File: src/rtl/rand_dealer_pkg.sv
// Shared types and widths for the random dealer and its LFSR generator.
package rand_pkg;

  localparam int LFSR_W = 16;
  localparam int VAL_W  = 4;
  localparam int IDX_W  = 4;

  typedef enum logic [2:0] {
    IDLE  = 3'd0,
    DRAW  = 3'd1,
    CHECK = 3'd2,
    EMIT  = 3'd3,
    DONE  = 3'd4
  } state_t;

endpackage

File: src/rtl/rand_dealer_if.sv
// Dealer bus: start/LFSR inputs plus the slot-write stream toward the board logic.
interface rand_dealer_if
  import rand_pkg::*;
#(
  parameter int RANGE = 9
) ();

  logic              start;
  logic [LFSR_W-1:0] rnd_in;
  logic              rnd_step;
  logic              busy;
  logic              done;
  logic              slot_wr;
  logic [IDX_W-1:0]  slot_idx;
  logic [VAL_W-1:0]  slot_val;
  logic [RANGE-1:0]  used_mask;

  modport master (
    output start, rnd_in,
    input  rnd_step, busy, done, slot_wr, slot_idx, slot_val, used_mask
  );

  modport slave (
    input  start, rnd_in,
    output rnd_step, busy, done, slot_wr, slot_idx, slot_val, used_mask
  );

endinterface

File: src/rtl/rand_dealer_first_free_enc.sv
// Priority encoder: index of the lowest clear bit in a mask (0 if the mask is full).
module first_free_enc
  import rand_pkg::*;
#(
  parameter int W = 9
) (
  input  logic [W-1:0]     i_mask,
  output logic [VAL_W-1:0] o_idx
);

  // Scan from the top so the lowest free index is the last one written.
  always_comb begin
    o_idx = '0;
    for (int i = W - 1; i >= 0; i--) begin
      if (!i_mask[i]) o_idx = VAL_W'(i);
    end
  end

endmodule

File: src/rtl/rand_dealer.sv
// Deals N_SLOTS distinct values in 0..RANGE-1 drawn from the LFSR by rejection sampling,
// falling back to the lowest unused value after MAX_TRIES consecutive rejects.
module rand_dealer
  import rand_pkg::*;
#(
  parameter int N_SLOTS   = 9,
  parameter int RANGE     = 9,
  parameter int MAX_TRIES = 64
) (
  input logic          i_f_crystal,
  input logic          i_rst,
  rand_dealer_if.slave io_bus
);

  localparam int                VALS      = 1 << VAL_W;
  localparam logic [VAL_W:0]    RANGE_LIM = (VAL_W + 1)'(RANGE);
  localparam logic [IDX_W-1:0]  LAST_SLOT = IDX_W'(N_SLOTS - 1);
  localparam logic [7:0]        LAST_TRY  = 8'(MAX_TRIES - 1);

  state_t           r_state, w_state_nx;
  logic [VAL_W-1:0] r_cand, w_cand_nx;
  logic [7:0]       r_rej, w_rej_nx;
  logic [IDX_W-1:0] r_slot, w_slot_nx;
  logic [RANGE-1:0] r_used, w_used_nx;
  logic [VAL_W-1:0] r_val, w_val_nx;
  logic [IDX_W-1:0] r_idx, w_idx_nx;
  logic             r_wr, w_wr_nx;
  logic             r_done, w_done_nx;
  logic             r_busy, w_busy_nx;

  logic [VAL_W-1:0] w_first_free;
  logic [VALS-1:0]  w_used_ext;
  logic [VALS-1:0]  w_onehot;
  logic             w_accept;
  logic [VAL_W-1:0] w_pick;
  logic             w_unused_rnd;

  first_free_enc #(.W(RANGE)) u_first_free (
    .i_mask (r_used),
    .o_idx  (w_first_free)
  );

  // Widen the mask so any 4-bit candidate indexes it safely, even values >= RANGE.
  assign w_used_ext   = VALS'(r_used);
  assign w_accept     = ({1'b0, r_cand} < RANGE_LIM) && !w_used_ext[r_cand];
  assign w_pick       = w_accept ? r_cand : w_first_free;
  assign w_onehot     = VALS'(1) << w_pick;
  assign w_unused_rnd = ^io_bus.rnd_in[LFSR_W-1:VAL_W];

  always_comb begin
    w_state_nx = r_state;
    w_cand_nx  = r_cand;
    w_rej_nx   = r_rej;
    w_slot_nx  = r_slot;
    w_used_nx  = r_used;
    w_val_nx   = r_val;
    w_idx_nx   = r_idx;
    w_wr_nx    = 1'b0;
    w_done_nx  = 1'b0;
    w_busy_nx  = r_busy;
    case (r_state)
      IDLE: begin
        if (io_bus.start) begin
          w_used_nx  = '0;
          w_slot_nx  = '0;
          w_rej_nx   = '0;
          w_busy_nx  = 1'b1;
          w_state_nx = DRAW;
        end
      end
      DRAW: begin
        w_cand_nx  = io_bus.rnd_in[VAL_W-1:0];
        w_state_nx = CHECK;
      end
      CHECK: begin
        if (w_accept || r_rej == LAST_TRY) begin
          w_val_nx   = w_pick;
          w_used_nx  = r_used | RANGE'(w_onehot);
          w_idx_nx   = r_slot;
          w_wr_nx    = 1'b1;
          w_rej_nx   = '0;
          w_state_nx = EMIT;
        end else begin
          w_rej_nx   = r_rej + 8'd1;
          w_state_nx = DRAW;
        end
      end
      EMIT: begin
        w_slot_nx = r_slot + IDX_W'(1);
        if (r_slot == LAST_SLOT) begin
          w_done_nx  = 1'b1;
          w_state_nx = DONE;
        end else begin
          w_state_nx = DRAW;
        end
      end
      DONE: begin
        w_busy_nx  = 1'b0;
        w_state_nx = IDLE;
      end
      default: w_state_nx = IDLE;
    endcase
  end

  always_ff @(posedge i_f_crystal or negedge i_rst) begin
    if (!i_rst) begin
      r_state <= IDLE;
      r_cand  <= '0;
      r_rej   <= '0;
      r_slot  <= '0;
      r_used  <= '0;
      r_val   <= '0;
      r_idx   <= '0;
      r_wr    <= 1'b0;
      r_done  <= 1'b0;
      r_busy  <= 1'b0;
    end else begin
      r_state <= w_state_nx;
      r_cand  <= w_cand_nx;
      r_rej   <= w_rej_nx;
      r_slot  <= w_slot_nx;
      r_used  <= w_used_nx;
      r_val   <= w_val_nx;
      r_idx   <= w_idx_nx;
      r_wr    <= w_wr_nx;
      r_done  <= w_done_nx;
      r_busy  <= w_busy_nx;
    end
  end

  assign io_bus.rnd_step  = (r_state == DRAW);
  assign io_bus.busy      = r_busy;
  assign io_bus.done      = r_done;
  assign io_bus.slot_wr   = r_wr;
  assign io_bus.slot_idx  = r_idx;
  assign io_bus.slot_val  = r_val;
  assign io_bus.used_mask = r_used;

endmodule

File: src/flat_wrapper.sv
// flat-port wrapper written by rule: the top's interface ports become plain ports
module rand_dealer_flat import rand_pkg::*;
#(
  parameter int N_SLOTS   = 9,
  parameter int RANGE     = 9,
  parameter int MAX_TRIES = 64
)
  (i_f_crystal, i_rst, io_bus_start, io_bus_rnd_in, io_bus_rnd_step, io_bus_busy, io_bus_done, io_bus_slot_wr, io_bus_slot_idx, io_bus_slot_val, io_bus_used_mask);
  rand_dealer_if #(.RANGE(RANGE)) io_bus_i ();
  input logic i_f_crystal;
  input logic i_rst;
  input wire logic [$bits(io_bus_i.start)-1:0] io_bus_start;
  input wire logic [$bits(io_bus_i.rnd_in)-1:0] io_bus_rnd_in;
  output wire logic [$bits(io_bus_i.rnd_step)-1:0] io_bus_rnd_step;
  output wire logic [$bits(io_bus_i.busy)-1:0] io_bus_busy;
  output wire logic [$bits(io_bus_i.done)-1:0] io_bus_done;
  output wire logic [$bits(io_bus_i.slot_wr)-1:0] io_bus_slot_wr;
  output wire logic [$bits(io_bus_i.slot_idx)-1:0] io_bus_slot_idx;
  output wire logic [$bits(io_bus_i.slot_val)-1:0] io_bus_slot_val;
  output wire logic [$bits(io_bus_i.used_mask)-1:0] io_bus_used_mask;
  assign io_bus_i.start = io_bus_start;
  assign io_bus_i.rnd_in = io_bus_rnd_in;
  assign io_bus_rnd_step = io_bus_i.rnd_step;
  assign io_bus_busy = io_bus_i.busy;
  assign io_bus_done = io_bus_i.done;
  assign io_bus_slot_wr = io_bus_i.slot_wr;
  assign io_bus_slot_idx = io_bus_i.slot_idx;
  assign io_bus_slot_val = io_bus_i.slot_val;
  assign io_bus_used_mask = io_bus_i.used_mask;
  rand_dealer #(.N_SLOTS(N_SLOTS), .RANGE(RANGE), .MAX_TRIES(MAX_TRIES)) u_core (.i_f_crystal(i_f_crystal), .i_rst(i_rst), .io_bus(io_bus_i));
endmodule
File: config.mk
export PLATFORM = sky130hd
export DESIGN_NAME = rand_dealer_flat
export DESIGN_NICKNAME = d
export VERILOG_FILES = /design/src/rtl/rand_dealer_pkg.sv /design/src/rtl/rand_dealer_if.sv /design/src/rtl/rand_dealer_first_free_enc.sv /design/src/rtl/rand_dealer.sv /design/src/flat_wrapper.sv
export SDC_FILE = /design/constraint.sdc
export NUM_CORES = 1
export LEC_CHECK = 0
export BUFFER_PORTS_ARGS = -buffer_cell sky130_fd_sc_hd__buf_2
export CORE_ASPECT_RATIO = 0.9
export CORE_MARGIN = 1
export CORE_UTILIZATION = 49
export CTS_CLUSTER_DIAMETER = 100
export CTS_CLUSTER_SIZE = 24
export DETAILED_ROUTE_END_ITERATION = 12
export GPL_TIMING_DRIVEN = 0
export PLACE_DENSITY_LB_ADDON = 0.3
export SLEW_MARGIN = 20
export SYNTH_ARGS = -nofsm -noshare
export SYNTH_HDL_FRONTEND = slang
export SYNTH_SLANG_ARGS = --single-unit
File: constraint.sdc
create_clock -name i_f_crystal -period 2.3 [get_ports i_f_crystal]
set_clock_uncertainty 0.1 [all_clocks]
set_input_delay 0.23 -clock i_f_crystal [delete_from_list [all_inputs] [get_ports i_f_crystal]]
set_output_delay 0.23 -clock i_f_crystal [all_outputs]
set_load 0.005 [all_outputs]
==> results by group <==
Final layout
  – Filler-free cell count of the finished design: 293
  – Nets: 268
  – FF+latch area: 976 um2
  – Antenna cells: 0
  – Area Overhead vs Synth: 18.6%
  – Share of cells above drive strength 1: about 26%
  – Filler instances: 333
  – Multi-input logic area: 993 um2
  – Fin util: 62.6%
  – Post-route cell area: 0.00240 mm2

Drt
  – Met2 WL: 2.01 mm
  – Vias/cell: 5.73
  – DRT Wirelength: 4.46 mm
  – DR DRC count: 0
  – Routed met1 length: 2.11 mm
  – Metal3 WL: ~260 um
  – Via count: 1,678
  – Initial DRT Pass Iterations: 4
  – Number of DRC markers in iteration 0: approximately 120
  – ANT nets after route: 0
  – DR top layer: met4
  – DR WL/cell: 15.2 um

Clocking
  – CTS sink cnt: 39
  – Bufs on Longest Clock Path: 2
  – CTS tree: done
  – Reg clk slew, reported paths: 0.08 ns
  – H-tree levels: 2
  – Clock latency on the worst-skew pair: 0.29 ns
  – Num CTS Buffers: 5
  – CTS root buffer: clkbuf_8

Setup path
  – Cell family contributing the most delay on the critical path: simple AND/OR/NAND/NOR gates
  – Critical path peak fanout: 5
  – Worst Reg-to-Reg Cells: 7
  – Critical Path Max Stage Delay: around 0.49 ns
  – Crit Path Class: reg2reg
  – FF-to-FF End: u_core.io_bus.used_mask[7]
  – Worst EP required: 2.44 ns
  – Worst path cell trace: ha_4 -> nand3_4 -> or4_4 -> or4_1 -> o22a_2 -> a21oi_2 -> o21a_1
  – Crit-path slowest cell: or4_4
  – Crit path buf inv count: 0
  – Reg2reg setup slack: approximately 0.11 ns
  – Critical path endpoint category: register
  – Arrival @ worst endpoint: 2.33 ns
  – CP startpoint kind: register
  – Reg2reg start: u_core.r_rej[0]

Synthesis
  – Cell count after synthesis: 208
  – Ranking of synthesized cells by area: dfrtp_1 48%, nand2_1 4.6%, o21ai_0 4.4%
  – Syn_nets: 230
  – Post-Syn Area: approximately 0.0020 mm2
  – Seq cells post-synth: 39
  – Top-count cell post-synth: dfrtp_1
  – Yosys Warn Count: 0
  – Synth cell count leaders: 39 x dfrtp_1, 25 x nand2_1, 18 x o21ai_0
  – Post-synth top flop: dfrtp_1
  – Area leader, netlist: dfrtp_1
  – Yosys top cell area share: between 40% and 50%
  – Seq/Total Area, Yosys: 48.2%
  – FFs w/ async S/R, synth: 100%
  – Avg Inst Size Synth: between 9 and 10 um2
  – Netlist cell types: 48
  – Number of synthesized flops with an enable pin: 0

STA
  – Max-slew headroom: 42.7%
  – Final setup TNS: 0 ns
  – Worst slew pin tran: around 0.86 ns
  – Setup ws final: about 0.11 ns
  – Hold WS: roughly 0.045 ns
  – RSZ-0062 raised after global routing: false
  – Fin. Hold Viols: 0
  – Minimum clock period: 2.19 ns
  – Max Fclk: between 0.4 and 0.5 GHz
  – Final setup fails: 0
  – Max Slew Vio Count: 0
  – Final worst path period share: 95.3%

Die
  – Starting Density: 52.8%
  – Die ar.: 0.00439 mm2
  – Die Height: 63.0 um
  – Ports: 40
  – Core Area: between 0.003 and 0.004 mm2
  – Die W: 69.8 um
  – Row count: 21

Worst hold path
  – WHS Path Cells: 3
  – Hold Path End: u_core.r_cand[2]
  – Worst Hold Class: in2reg
  – HP Start: io_bus_rnd_in[2]

GRT
  – Gr usage total: around 22%
  – GRT overflow: 0
  – Initial antenna violation count: 0
  – First-pass GRT wire length: between 7 and 8 mm
  – Number of global-route vias before repair: approximately 1,600
  – Pin count of the biggest net entering global routing: 40

Power and ir drop
  – VDD IR-drop max: 0.807 mV
  – Total power: 3.06 mW
  – Pwr/cell area: 1270 mW/mm2
  – Pleak: 1.15 nW

Placed design
  – Port buffer count: 27
  – Placed Cells: about 280
  – Post-DP HPWL: approximately 3.0 mm
  – Area post-placement: 0.00222 mm2
  – Pre-CTS WS: -0.0930 ns
  – Placer Congestion: 0.940

Run
  – Max-cap violation count: 0

Outcome
  – Status: completed
## flip-flops by register name, summed over array words and instances, names as in the netlist
signal	cells
u_core.r_slot	4
u_core.io_bus.slot_idx	4
u_core.io_bus.busy	1
u_core.r_cand	4
u_core.io_bus.slot_wr	1
u_core.r_rej	8
u_core.io_bus.slot_val	4
u_core.io_bus.done	1
u_core.r_state	3
u_core.io_bus.used_mask	9
## how the worst max path moves through the flow
stage / from / to / slack [ns] / cells after the start
2_1_floorplan: u_core.r_rej[0] / u_core.io_bus.used_mask[7] / 0.06 / 7
3_3_place_gp: u_core.r_rej[0] / u_core.io_bus.used_mask[4] / -0.08 / 7
3_5_place_dp: u_core.r_rej[0] / u_core.io_bus.used_mask[4] / -0.09 / 7
4_1_cts: u_core.r_cand[0] / u_core.r_rej[7] / 0.02 / 8
5_1_grt: u_core.r_cand[0] / u_core.io_bus.slot_val[0] / 0.004 / 8
6_report: u_core.r_rej[0] / u_core.io_bus.used_mask[7] / 0.11 / 7
## cell usage in the layout (no fill, tap or decap), drive strengths merged, types with 5 or more instances in the layout
cell type,synthesis,final
a21oi,15,15
a31oi,6,6
buf,4,35
clkbuf,3,8
dfrtp,39,39
inv,9,9
mux2,5,5
nand2,25,25
nand2b,6,6
nand3,11,11
nand3b,5,5
nor2,9,9
nor3,5,5
o21ai,20,20
## cells by family after synthesis
logic type / after synthesis / share of synthesized area, %
simple gates: 81 / 21.3
compound gates: 58 / 18.9
flops: 39 / 48.2
buf+inv: 16 / 4.14
mux: 9 / 4.76
fa+ha+maj: 3 / 1.85
xor+xnor: 2 / 0.865
## where the power goes
group	switching, mW	internal (mW)
logic	0.716	0.567
clock network	0.242	0.351
registers	0.273	0.910
## tightest hold or removal path, cell delays in order
cell	delay, ns
buf_2	0.08
nand2_1	0.04
o21ai_0	0.06
## what timing repair did
| item | 4_1_cts | 5_1_grt |
|---|---|---|
| hold endpoints to repair | 39 | 0 |
| endpoints found under the setup margin | 5 | 14 |
| resized for setup | 2 | 5 |
| pin swaps | 3 | 5 |
| hold buffers | 1 | 0 |
| buffers inserted | 2 | 2 |
## metal layers
| layer | vias to the layer above | GRT usage [%] |
|---|---|---|
| met5 | - | 0 |
| met4 | 0 | 9.25 |
| met3 | 9 | 3.87 |
| met2 | 61 | 33.9 |
| met1 | 787 | 31.4 |
| li1 | 821 | - |
## cell type report
cell class	count	share of cell area, %
well taps	46	2.40
plain buffers	6	1.98
repair buffers	32	7.30
multi-input cells	153	41.4
clock buffers	6	3.44
flip-flops and latches	39	40.6
inverters	9	1.41
clock inverters	2	1.46
Power figures use the tool's default switching activity.
